## config.mk

```make
export PLATFORM = sky130hd
export DESIGN_NAME = seq_code_lock
export DESIGN_NICKNAME = d
export VERILOG_FILES = /design/src/rtl/seq_code_lock_pkg.sv /design/src/rtl/seq_code_lock_timer.sv /design/src/rtl/seq_code_lock.sv
export SDC_FILE = /design/constraint.sdc
export NUM_CORES = 1
export LEC_CHECK = 0
export ABC_AREA = 1
export CORE_AREA = 2 2 54 94
export DETAILED_ROUTE_END_ITERATION = 10
export DIE_AREA = 0 0 56 96
export HOLD_SLACK_MARGIN = 0.03
export PLACE_DENSITY = 0.62
export SLEW_MARGIN = 20
export SYNTH_ARGS = -nofsm -noshare
export SYNTH_HDL_FRONTEND = slang
export SYNTH_SLANG_ARGS = --single-unit
```

## constraint.sdc

```tcl
create_clock -name clk -period 2.1 [get_ports clk]
set_input_delay 0.21 -clock clk [delete_from_list [all_inputs] [get_ports clk]]
set_output_delay 0.21 -clock clk [all_outputs]
set_load 0.02 [all_outputs]
```

## src/rtl/seq_code_lock_pkg.sv

```systemverilog
// seq_code_lock_pkg: lock FSM state encoding and timer width helper
package seq_code_lock_pkg;

    typedef enum logic [1:0] {
        S_IDLE     = 2'd0,
        S_ENTRY    = 2'd1,
        S_UNLOCKED = 2'd2,
        S_LOCKOUT  = 2'd3
    } state_e;

    // Bits needed to hold the largest of three cycle counts.
    function automatic int clog2_max3(input int a, input int b, input int c);
        int m;
        m = a > b ? a : b;
        m = m > c ? m : c;
        return $clog2(m + 1);
    endfunction

endpackage

```

## src/rtl/seq_code_lock_timer.sv

```systemverilog
// seq_code_lock_timer: saturating up-counter with clear/enable and compare-equal done
module seq_code_lock_timer #(
    parameter int W = 8
) (
    input  logic         clk,
    input  logic         rst,
    input  logic         clr_i,
    input  logic         en_i,
    input  logic [W-1:0] limit_i,
    output logic         done_o
);

    logic [W-1:0] cnt_q, cnt_d;

    always_comb cnt_d = clr_i ? '0 : (en_i && cnt_q != '1) ? cnt_q + W'(1) : cnt_q;

    always_ff @(posedge clk or negedge rst) begin
        if (!rst) cnt_q <= '0;
        else      cnt_q <= cnt_d;
    end

    assign done_o = cnt_q == limit_i;

endmodule

```

## src/rtl/seq_code_lock.sv

```systemverilog
// seq_code_lock: two-button sequence lock with reprogrammable code,
// per-digit entry timeout, timed unlock window and lockout after repeated failures
module seq_code_lock
    import seq_code_lock_pkg::*;
#(
    parameter int                  CODE_LEN    = 5,
    parameter logic [CODE_LEN-1:0] RESET_CODE  = 5'b01011,
    parameter int                  MAX_FAILS   = 3,
    parameter int                  TIMEOUT_CYC = 1000,
    parameter int                  UNLOCK_CYC  = 500,
    parameter int                  LOCKOUT_CYC = 5000
) (
    input  logic                             clk,
    input  logic                             rst,
    input  logic                             button0,
    input  logic                             button1,
    input  logic                             prog_en,
    input  logic [CODE_LEN-1:0]              prog_code,
    output logic                             unlock,
    output logic                             locked_out,
    output logic [$clog2(MAX_FAILS+1)-1:0]   fail_cnt
);

    localparam int FW = $clog2(MAX_FAILS + 1);
    localparam int CW = $clog2(CODE_LEN + 1);
    localparam int TW = clog2_max3(TIMEOUT_CYC, UNLOCK_CYC, LOCKOUT_CYC);

    state_e              state_q, state_d;
    logic [CODE_LEN-2:0] shift_q, shift_d;
    logic [CW-1:0]       dcnt_q, dcnt_d;
    logic [CODE_LEN-1:0] code_q, code_d;
    logic [FW-1:0]       fail_q, fail_d;
    logic                unlock_q, locked_q;
    logic                valid, restart, t_done;
    logic [CODE_LEN-1:0] entered;
    logic [FW-1:0]       fail_inc;
    logic [TW-1:0]       limit;

    assign valid    = button0 ^ button1;
    assign entered  = {shift_q, button1};
    assign fail_inc = fail_q + FW'(1);
    // Timer done fires on the last cycle of the window, so each limit is one less.
    assign limit    = state_q == S_ENTRY    ? TW'(TIMEOUT_CYC - 1) :
                      state_q == S_UNLOCKED ? TW'(UNLOCK_CYC - 1)  : TW'(LOCKOUT_CYC - 1);

    always_comb begin
        state_d = state_q;
        shift_d = shift_q;
        dcnt_d  = dcnt_q;
        code_d  = code_q;
        fail_d  = fail_q;
        restart = 1'b0;
        case (state_q)
            S_IDLE: if (valid) begin
                state_d = S_ENTRY;
                shift_d = (CODE_LEN-1)'(button1);
                dcnt_d  = CW'(1);
            end
            S_ENTRY: if (valid) begin
                restart = 1'b1;
                shift_d = entered[CODE_LEN-2:0];
                dcnt_d  = dcnt_q + CW'(1);
                if (dcnt_q == CW'(CODE_LEN - 1)) begin
                    if (entered == code_q) begin
                        state_d = S_UNLOCKED;
                        fail_d  = '0;
                    end else if (fail_inc == FW'(MAX_FAILS)) begin
                        state_d = S_LOCKOUT;
                        fail_d  = '0;
                    end else begin
                        state_d = S_IDLE;
                        fail_d  = fail_inc;
                    end
                end
            end else if (t_done) begin
                state_d = S_IDLE;
            end
            S_UNLOCKED: if (prog_en) begin
                code_d  = prog_code;
                restart = 1'b1;
            end else if (valid || t_done) begin
                state_d = S_IDLE;
            end
            S_LOCKOUT: if (t_done) state_d = S_IDLE;
            default: state_d = S_IDLE;
        endcase
    end

    seq_code_lock_timer #(.W(TW)) u_timer (
        .clk    (clk),
        .rst    (rst),
        .clr_i  (restart || state_d != state_q),
        .en_i   (state_q != S_IDLE),
        .limit_i(limit),
        .done_o (t_done)
    );

    always_ff @(posedge clk or negedge rst) begin
        if (!rst) begin
            state_q  <= S_IDLE;
            shift_q  <= '0;
            dcnt_q   <= '0;
            code_q   <= RESET_CODE;
            fail_q   <= '0;
            unlock_q <= 1'b0;
            locked_q <= 1'b0;
        end else begin
            state_q  <= state_d;
            shift_q  <= shift_d;
            dcnt_q   <= dcnt_d;
            code_q   <= code_d;
            fail_q   <= fail_d;
            unlock_q <= state_d == S_UNLOCKED;
            locked_q <= state_d == S_LOCKOUT;
        end
    end

    assign unlock     = unlock_q;
    assign locked_out = locked_q;
    assign fail_cnt   = fail_q;

endmodule
```

==> results.toml, run 1 <==
[worst_setup_path]
r2r-start = "state_q[1]"
regToRegSetupSlack_ns = 0.14
worstSetupStartpointType = "register"
path_max_fanout = 6
critPathKind = "register to register"
crit_start = "state_q[1]"
cp.required_ns = 2.32
worst-r2r-cell-count = 18
crit_path_end_kind = "register"
r2r_end = "u_timer.cnt_q[11]"
endpoint = "u_timer.cnt_q[11]"
arrival_ns = 2.17

[grt]
grt_antenna_before_repair = 0
grt_usage_pct = 16.0
grt_first_pass_wirelength_mm = 6.68
grt_remaining_overflow = 0
grt_max_degree = 32
grt_pass1_vias = 1601

[power_and_ir_drop]
powerDensity_nw_per_um2 = 1370
peakVddDrop_mv = 1.16
p_leak_uw = 0.00104

[sta]
min_period_ns = 1.96
finalClockSkew_ns = 0.00629
rsz0062_at_grt = "true"
finalHoldViolCount = 0
slew_viol_final = 0
slew_headroom_pct = 73.2
finalSetupViolations = 0
max_freq_ghz = 0.511
worst_pin_slew_ns = 0.402
final.period_utilization_pct = 93.1
holdWs_ns = 0.326
setup_tns_ns = 0

[route]
dr.pass1.iters = 4
ant_nets = 0
drt_iter0_markers = 23
route.detailed.drc = 0
avgRoutedWirePerCell_um = 12.5
via_count = 1546
drt_wl_total_mm = 3.95
vias_per_cell = 4.91

[final_layout]
final_layout_size_suffix_gt1_share_pct = 25.1
diodes = 0
nets = 279
area_growth_pct = 27.8

[min_path]
hp-class = "primary input to async pin"

[synth]
syn_area_sq_um = 1800
syn_avg_cell_area_sq_um = 7.87
ys_seq_elements = 31
syn_nets = 246
synthTopCellsByArea = "dfrtp_1 39%, nand2_1 12%, inv_1 5.6%"
yosysWarningCount = 0
synth_top_area_cell = "dfrtp_1"
synth_top_area_share_pct = 38.9
synth_cell_types = 26
synthesis.instances = 229
ys_seq_area_share_pct = 43.2

[clocking]
clk_pin_slew_ns = 0.07
root_buffer = "clkbuf_8"
postCtsHoldBufs = 0
clock_latency_ns = 0.28
cts_max_path_buffers = 2
cts_tree = "built"
cts_buffers = 5
cts_max_level = 2
clock_sinks = 31

[placed_design]
port_buffers = 13
gp_congestion = 0.849
place_hpwl_mm = 2.85

[floorplan]
rows = 33
io_pins = 14
die_w_um = 56
die-area_sq_um = 5380
coreArea_sq_um = 4620
start_util_pct = 39.0
die_h_um = 96

[run]
drv_cap = 0

[status]
status = "completed"
[kinds of logic after synthesis]
logic type | share of synthesized area, %
simple gates | 30.5
fa+ha+maj | 4.86
mux | 1.25
buf+inv | 7.70
xor+xnor | 5.83
compound gates | 6.66
flops | 43.2
[worst min path at each step]
stage,endpoint,depth (start not counted)
5_1_grt,u_timer.cnt_q[3],2
4_1_cts,u_timer.cnt_q[4],2
6_report,u_timer.cnt_q[3],2
3_5_place_dp,code_q[3],2
3_3_place_gp,code_q[3],2
2_1_floorplan,code_q[2],0
[placed cells by master (no fill, tap or decap)]
cell type	synthesis	layout
clkdlybuf4s50_1	0	13
nor2_4	0	7
buf_4	0	12
inv_1	27	24
clkinv_1	2	2
nor2_2	11	8
a21oi_2	1	1
inv_2	5	8
o21ai_0	9	9
ha_1	7	4
nand2_2	6	10
buf_12	0	1
nor4b_2	1	1
xnor2_1	5	5
o21bai_1	1	1
nand2_1	56	52
ha_4	0	2
mux2_2	2	2
nor3_2	1	1
clkbuf_1	0	1
ha_2	0	1
xor2_1	7	7
dfstp_2	3	3
a21oi_1	8	8
clkbuf_8	0	7
clkbuf_16	0	1
nand2_4	1	1
o22ai_1	3	3
nand3_1	11	11
nor2_1	23	19
nor3_1	7	7
dfrtp_1	28	28
nand3b_1	1	1
nand4_1	2	2
[final cells by class]
cell class	instances	area, sq um
clock buffer	8	100
sequential	31	779
tap	52	65.1
fill	472	2320
inverter	34	128
timing repair buffer	27	265
multi-input combinational	163	967
[power breakdown]
group | switching, uW | internal, uW
clock network | 220 | 299
registers | 113 | 783
logic | 986 | 761
total | 1320 | 1840
[state kept, by name, indices dropped and copies added (netlist names)]
| name | flops |
|---|---|
| u_timer.cnt_q | 13 |
| code_q | 5 |
| shift_q | 4 |
| dcnt_q | 3 |
| fail_cnt | 2 |
| state_q | 2 |
| locked_out | 1 |
| unlock | 1 |
[through the flow]
stage | utilization [%] | cell area [sq um] | instances | setup slack [ns] | power (uW)
after floorplan | - | 1800 | 229 | 0.177 | 1820
after global placement | 45.2 | 2090 | 305 | 0.0511 | 2310
after detailed placement | 45.2 | 2090 | 305 | 0.0308 | 2340
after CTS | 47.3 | 2190 | 313 | 0.0787 | 2860
after global routing | 49.8 | 2300 | 315 | 0.00238 | 3400
final | 49.8 | 2300 | 315 | 0.144 | 3160
[Yosys cell counts]
library cell / instances
a21oi_1: 8
a21oi_2: 1
buf_6: 1
clkinv_1: 2
dfrtp_1: 28
dfstp_2: 3
ha_1: 7
inv_1: 27
inv_2: 5
mux2_2: 2
nand2_1: 56
nand2_2: 6
nand2_4: 1
nand3_1: 11
nand3b_1: 1
nand4_1: 2
nor2_1: 23
nor2_2: 11
nor3_1: 7
nor3_2: 1
nor4b_2: 1
o21ai_0: 9
o21bai_1: 1
o22ai_1: 3
xnor2_1: 5
xor2_1: 7
[routing by layer]
| metal | GRT usage [%] | up-vias | share of wire [%] |
|---|---|---|---|
| met1 | 14.7 | 739 | 37 |
| met5 | 0 | - | 0 |
| met3 | 2.82 | 10 | 1.7 |
| met4 | 6.75 | 0 | 3.7 |
| li1 | - | 779 | - |
| met2 | 33.0 | 18 | 58 |
[critical path: stages, from the launching register on]
cell       delay [ns]
dfrtp_1          0.41
buf_4            0.16
ha_4             0.16
inv_2            0.05
nand2_1          0.04
nand2_1          0.06
nand2_1          0.05
nor2_1           0.09
nand2_1          0.06
nand2_1          0.06
nand2_2          0.06
nand2_2          0.08
nand2_2          0.05
nand2_2          0.07
nor2_2           0.04
nor2_2           0.09
nand2_2          0.10
clkbuf_16        0.18
nor2_2           0.07
[timing repair]
action / CTS / global route
setup buffers: 0 / 1
setup endpoints to repair: 0 / 13
hold endpoints to repair: 0 / 0
gates resized for setup: 0 / 22
Note: power is estimated with default switching activity, not from simulation.
==> inputs of run 2 (changes only) <==
--- a/config.mk
+++ b/config.mk
@@ -6,11 +6,11 @@
 export NUM_CORES = 1
 export LEC_CHECK = 0
 export ABC_AREA = 1
-export CORE_AREA = 2 2 54 94
+export CORE_AREA = 2 2 46 80
 export DETAILED_ROUTE_END_ITERATION = 10
-export DIE_AREA = 0 0 56 96
+export DIE_AREA = 0 0 48 82
 export HOLD_SLACK_MARGIN = 0.03
-export PLACE_DENSITY = 0.62
+export PLACE_DENSITY = 0.8
 export SLEW_MARGIN = 20
 export SYNTH_ARGS = -nofsm -noshare
 export SYNTH_HDL_FRONTEND = slang
==> results.toml, run 2 (synthesis gave the netlist of run 1 again) <==
[status]
status = "completed"

[grt]
grt.met1_usage_pct = 19.9
grt_first_pass_wirelength_mm = 6.07
grt_max_degree = 32
grt.busiest_layer = "met2"
grt_antenna_before_repair = 0
grt_use_met2_pct = 39.6
grtUsageMet3_pct = 4.84
grt_pass1_vias = 1554
grt_remaining_overflow = 0
grt_usage_pct = 21.9

[final_layout]
area_growth_pct = 25.4
nets = 277
diodes = 0
layoutNonFillerInstCount = 306
final_layout_size_suffix_gt1_share_pct = 23.8
largest_reg_flops = 13
final_common_cell = "nand2_1"
fillers = 277
reg_top3 = "u_timer.cnt_q x13, code_q x5, shift_q x4"
regMostFlops = "u_timer.cnt_q"
mostFrequentLayoutCells = "53 x nand2_1, 28 x dfrtp_1, 24 x inv_1"

[clocking]
postCtsHoldBufs = 0
cts_max_path_buffers = 2
cts_buffers = 5
root_buffer = "clkbuf_8"
clk_pin_slew_ns = 0.07
clock_latency_ns = 0.29
cts_max_level = 2
cts_tree = "built"
clock_sinks = 31

[floorplan]
start_util_pct = 54.2
io_pins = 14
coreArea_sq_um = 3330
die_h_um = 82
die_w_um = 48
rows = 28
die-area_sq_um = 3940

[worst_setup_path]
r2r_end = "u_timer.cnt_q[1]"
worstSetupStartpointType = "register"
crit_path_end_kind = "register"
arrival_ns = 2.22
worst-r2r-cell-count = 17
path_max_fanout = 7
r2r-start = "state_q[0]"
regToRegSetupSlack_ns = 0.1
critPathKind = "register to register"
cp.required_ns = 2.32

[placed_design]
gp_congestion = 0.908
dp.cells = 294
port_buffers = 13
place_hpwl_mm = 2.68

[power_and_ir_drop]
finalPower_uw = 3100
p_leak_uw = 0.00105
powerDensity_nw_per_um2 = 1370
peakVddDrop_mv = 1.05

[min_path]
hp-class = "primary input to async pin"

[sta]
finalHoldViolCount = 0
max_freq_ghz = 0.500
slew_headroom_pct = 58.8
worst_pin_slew_ns = 0.612
rsz0062_at_grt = "true"
min_period_ns = 2.00
slew_viol_final = 0
final.period_utilization_pct = 95.3
finalSetupViolations = 0
finalClockSkew_ns = 0.0119

[route]
drt_wl_total_mm = 3.96
route.detailed.drc = 0
ant_nets = 0
drt_iter0_markers = 25
vias_per_cell = 5.03
via_count = 1540
dr.pass1.iters = 4
avgRoutedWirePerCell_um = 13.0

[run]
drv_cap = 0
[run 2: worst max-delay path by stage]
stage | from | end | depth (start not counted)
2_1_floorplan | state_q[0] | u_timer.cnt_q[2] | 18
3_3_place_gp | button1 | u_timer.cnt_q[0] | 14
3_5_place_dp | button1 | u_timer.cnt_q[12] | 14
4_1_cts | state_q[1] | u_timer.cnt_q[12] | 17
5_1_grt | dcnt_q[0] | u_timer.cnt_q[1] | 13
6_report | state_q[0] | u_timer.cnt_q[1] | 17
[run 2: routing by layer]
layer  vias to the layer above  part of all wire [%]
met1                       720                    36
met5                         -                     0
met2                        27                    58
met3                        16                   2.3
li1                        777                     -
met4                         0                   4.0
[run 2: area by class of cell]
cell class              count  area, sq um  area share, %
inverters                  34          128           5.64
repair buffers             24          213           9.41
multi-input cells         164          967           42.8
clock buffers               6         82.6           3.65
clock inverters             2         35.0           1.55
flip-flops and latches     31          779           34.5
well taps                  45         56.3           2.49
[run 2: power breakdown]
group / switching (uW) / total [uW] / internal [uW]
registers: 109 / 892 / 783
clock network: 229 / 612 / 384
logic: 977 / 1590 / 616
total: 1310 / 3100 / 1780
[run 2: timing repair]
item                                    in CTS  in global routing
endpoints found under the setup margin       7                 13
pin swaps                                    0                 10
gates resized for setup                      1                 17
buffers inserted                             0                  3
cloned                                       0                  1
[run 2: through the flow]
stage	hold WS [ns]	instance area, sq um	setup slack, ns	utilization, %	TNS, ns
global placement	0.473	2040	-0.0199	61.2	-0.0577
detailed placement	0.488	2040	-0.0817	61.2	-0.409
floorplan	-0.0856	1800	0.177	-	0
finish	0.314	2260	0.0981	67.9	0
CTS	0.329	2160	0.0293	64.9	0
global route	0.361	2260	-0.106	67.9	-0.874
[run 2: critical path, stage by stage (launching register included)]
cell and delay [ns]:
dfrtp_1 0.39, inv_2 0.12, ha_4 0.23, inv_2 0.05, nand3_2 0.05, nand2_1 0.06, inv_1 0.03, nor2_1 0.10
nand2_1 0.06, nand2_1 0.07, nand2_2 0.07, nand2_2 0.07, nand2_1 0.06, nand2_2 0.08, nor2_2 0.05, nor2_4 0.18
nand2_4 0.13, nor2_1 0.11
